--- src/rtl/td4_prog_mem.sv ---
// TD4 program memory: a 16x8 instruction store read combinationally by the core,
// reloadable over a valid/ready byte stream while the core is held in reset.
//
// state  | meaning
// RUN    | core running, data = mem[addres], loader idle
// LOAD   | core held, accepting bytes into mem[wptr]
// SETTLE | image complete, core held for HOLD_CYCLES before release
module td4_prog_mem #(
  parameter int HOLD_CYCLES = 2
) (
  input  logic       clk,
  input  logic       rst,
  input  logic [3:0] addres,
  output logic [7:0] data,
  input  logic       prog_start,
  input  logic [7:0] prog_byte,
  input  logic       prog_valid,
  output logic       prog_ready,
  output logic       prog_done,
  output logic       cpu_run
);

  typedef enum logic [1:0] {RUN, LOAD, SETTLE} state_t;

  localparam logic [3:0] HOLD_INIT = 4'(HOLD_CYCLES);

  state_t     state_q, state_d;
  logic [3:0] wptr_q, wptr_d;
  logic [3:0] hold_q, hold_d;
  logic       done_q, done_d;
  logic [7:0] mem_q [16];
  logic [7:0] mem_d [16];
  logic       we;

  always_comb begin
    state_d = state_q;
    wptr_d  = wptr_q;
    hold_d  = hold_q;
    done_d  = 1'b0;
    we      = 1'b0;
    case (state_q)
      RUN: begin
        if (prog_start) begin
          state_d = LOAD;
          wptr_d  = 4'd0;
        end
      end
      LOAD: begin
        // a restart wins over a byte offered in the same cycle
        if (prog_start) begin
          wptr_d = 4'd0;
        end else if (prog_valid) begin
          we = 1'b1;
          if (wptr_q == 4'd15) begin
            state_d = SETTLE;
            hold_d  = HOLD_INIT;
          end else begin
            wptr_d = wptr_q + 4'd1;
          end
        end
      end
      SETTLE: begin
        hold_d = hold_q - 4'd1;
        if (hold_q <= 4'd1) begin
          hold_d  = 4'd0;
          state_d = RUN;
          done_d  = 1'b1;
        end
      end
      default: state_d = RUN;
    endcase
  end

  always_comb begin
    mem_d = mem_q;
    if (we) mem_d[wptr_q] = prog_byte;
  end

  always_ff @(posedge clk or posedge rst) begin
    if (rst) begin
      state_q <= RUN;
      wptr_q  <= 4'd0;
      hold_q  <= 4'd0;
      done_q  <= 1'b0;
      for (int i = 0; i < 16; i++) mem_q[i] <= 8'h00;
    end else begin
      state_q <= state_d;
      wptr_q  <= wptr_d;
      hold_q  <= hold_d;
      done_q  <= done_d;
      for (int i = 0; i < 16; i++) mem_q[i] <= mem_d[i];
    end
  end

  // data is forced to zero whenever writes are possible, so reads never see a write in flight
  assign cpu_run    = (state_q == RUN);
  assign prog_ready = (state_q == LOAD);
  assign prog_done  = done_q;
  assign data       = cpu_run ? mem_q[addres] : 8'h00;

endmodule
--- config.mk ---
export PLATFORM = sky130hd
export DESIGN_NAME = td4_prog_mem
export DESIGN_NICKNAME = d
export VERILOG_FILES = /design/src/rtl/td4_prog_mem.sv
export SDC_FILE = /design/constraint.sdc
export NUM_CORES = 1
export LEC_CHECK = 0
export CAP_MARGIN = 10
export CORE_MARGIN = 2
export CORE_UTILIZATION = 61
export DETAILED_ROUTE_END_ITERATION = 7
export PLACE_DENSITY = 0.8
export SYNTH_ARGS = -nofsm -noshare
export SYNTH_HDL_FRONTEND = slang
export SYNTH_SLANG_ARGS = --single-unit
export TNS_END_PERCENT = 20
--- constraint.sdc ---
create_clock -name clk -period 12.8 [get_ports clk]
set_input_delay 2.56 -clock clk [delete_from_list [all_inputs] [get_ports clk]]
set_output_delay 2.56 -clock clk [all_outputs]
set_load 0.01 [all_outputs]
==> results.tsv <==
metric	value	unit
Cells on Worst Hold Path	1	
CTS resizes	0	
area grow syn2layout	13.1	%
RR Startpoint	state_q[1]$_DFFE_PP0P_	
library cells used by synthesis	36	
most common cell after layout, fill and taps aside	dfrtp_1	
routing usage on met3	0.0633	
Hold Path End	mem_q[45]$_DFFE_PP0P_	
CP Capture Type	output port	
period utilisation layout	0.619	
Post-CTS Setup Bufs	0	
DIE AREA	11700	sq um
Design Power	0.00105	W
Synth async-reset ratio	1.00	
clock transition at the registers of the reported paths	0.05	ns
worst path required time	10.24	ns
root buffer cell	clkbuf_8	
slowest CP cell	nor2b_1	
DR DRC count	0	
I/O Buffers	26	
Top Family by Delay on Critical Path	buffers and inverters	
GRT overflow	0	
DRT Pass-1 Iters	5	
Final nets	515	
vias in the first global route	4230	
Avg Inst Size Synth	14.0	sq um
dpl ws	4.95	ns
Std-Cell Core Area	10700	sq um
Via-to-Cell Ratio	6.08	
Worst Min Path Start	mem_q[45]$_DFFE_PP0P_	
GR Util met1	0.338	
setup tns final	0	ns
Tmin final	7.92	ns
Final Hold Viols	0	
WL per Instance	21.1	microns
routed vias	3922	
CTS buffer count	17	
critical path startpoint	addres[2]	
initial antenna violation count	0	
outcome	finished, final reports clean	
critical path, cell by cell	clkdlybuf4s50_1 -> buf_4 -> nor2b_1 -> a22oi_1 -> a22oi_1 -> o211ai_1 -> clkdlybuf4s50_1	
RSZ-0062 raised after global routing	no	
largest net degree at the start of global routing	86	
max frequency	126	MHz
Post-Synthesis Cells	471	
Post-synth EDFFs	0	
final count of negative-setup-slack endpoints	0	
crit-path max FO	21	
most frequent cells in the layout	dfrtp_1 (139), mux2_1 (95), mux2_2 (33)	
Max-Cap Viols	0	
Setup Skew	0.00568	ns
relative slew slack	0.235	
Static Leak	3.61	nW
startpoint types	input pin	
Routed WL	13.6	mm
register area share after synthesis	0.526	
# diodes	0	
Most used DFF post-synth	dfrtp_1	
reg-to-reg endpoint	mem_q[122]$_DFFE_PP0P_	
row cnt	38	
CTS Hold Buffers Added	0	
CP Class	input pin to output port	
Worst Reg-to-Reg Cells	4	
I/O Pins	27	
Final HPWL DP	9.00	mm
first-pass GRT wire length	22.3	mm
#FFs+latches synth	139	
CTS H-Tree Depth	4	
Die Y-Extent	108	microns
fraction of layout cells with a size suffix above 1	0.204	
GRT Total Usage	0.262	
Slew Viols, Final	0	
ANT nets after route	0	
Arr. time, crit path	5.36	ns
Hold/Removal Path Class	register to register	
initial DRC count	277	
syn_nets	493	
worst skew pair latency	0.53	ns
GR Util met2	0.427	
R2R setup slack	10.80	ns
die extent in x	108	microns
# fillers	742	
busiest grt layer	met2	
CTS Buffer Depth	2	
Least-Margin Pin Slew	1.15	ns
Buf+Inv Stages, Crit Path	3	
Post-Syn Area	6610	sq um
Power Density	140	nW/um^2
Max VDD drop	0.000133	V
clock sink count	139	
yosys warns	0	
Initial Util	0.618	
GPL Wtd Cong	0.822	
largest stage delay on the critical path	0.95	ns
Setup WS post-layout	4.88	ns
CTS tree	yes	
-- through the flow --
step,instances,hold slack (ns),cell area [sq um],util
2_1_floorplan,471,0.456,6610,-
3_3_place_gp,614,0.467,6910,0.646
3_5_place_dp,614,0.477,6910,0.646
4_1_cts,645,0.490,7480,0.699
5_1_grt,645,0.500,7480,0.699
6_report,645,0.484,7480,0.699
-- routing by layer --
layer  up-vias  wire, microns
li1       1776              -
met1      2045           5880
met2        87           6850
met3        14            631
met4         0            262
met5         -              0
-- area by class of cell --
class | instances | area [sq um] | area share
inverter | 6 | 25.0 | 0.00335
tap | 140 | 175 | 0.0234
sequential | 139 | 3480 | 0.465
multi-input combinational | 298 | 2940 | 0.393
clock inverter | 11 | 121 | 0.0162
timing repair buffer | 31 | 293 | 0.0391
clock buffer | 20 | 445 | 0.0595
-- state kept, by name, summed over array words and instances (netlist names) --
name / flops
mem_q: 128
wptr_q: 4
state_q: 2
hold_q: 4
prog_done: 1
-- cell usage after synthesis, types with 3 or more instances --
master / count / area (sq um)
nor2_1: 15 / 56.3
inv_1: 6 / 22.5
ha_1: 6 / 75.1
mux2i_1: 23 / 230
a2111oi_0: 6 / 52.6
o21ai_0: 7 / 35.0
nand2_2: 12 / 75.1
nand2b_1: 11 / 68.8
mux2_2: 33 / 372
buf_4: 5 / 37.5
nand3_4: 3 / 52.6
nor3_1: 3 / 15.0
dfrtp_1: 139 / 3480
nand2_1: 8 / 30.0
nand4_1: 3 / 18.8
a211oi_1: 6 / 45.0
clkbuf_1: 14 / 52.6
mux4_2: 18 / 405
a22oi_1: 8 / 60.1
buf_6: 4 / 45.0
nor2b_1: 11 / 68.8
mux2_1: 95 / 1070
a31o_1: 6 / 52.6
nand3_1: 6 / 30.0
buf_2: 4 / 20.0
and2_1: 6 / 37.5
-- worst max-delay path by stage --
stage | end | slack, ns | cells past startpoint
2_1_floorplan | data[6] | 6.48 | 7
3_3_place_gp | data[1] | 5.02 | 7
3_5_place_dp | data[1] | 4.95 | 7
4_1_cts | data[1] | 4.94 | 7
5_1_grt | data[1] | 4.81 | 7
6_report | data[1] | 4.88 | 7
-- worst register-to-register path: cells and delay by family, from the launching register on --
kind             cells  cell delay (ns)
multiplexers         1             0.40
AND/OR/NAND/NOR      3             1.01
flip-flops           1             0.47
-- power by group --
part	internal, W	switching [W]
clock	0.000285	0.000178
combinational	0.0000438	0.0000475
sequential	0.000473	0.0000196
-- cell families after synthesis --
kind of cell	after synthesis	synth area share
multiplexers	169	0.314
flip-flops	139	0.526
AND/OR/NAND/NOR	81	0.0723
AO/OA/AOI/OAI	39	0.0433
buffers and inverters	34	0.0291
adder cells (fa/ha/maj)	6	0.0114
XOR/XNOR	3	0.00397
(Power assumes the default switching activity.)
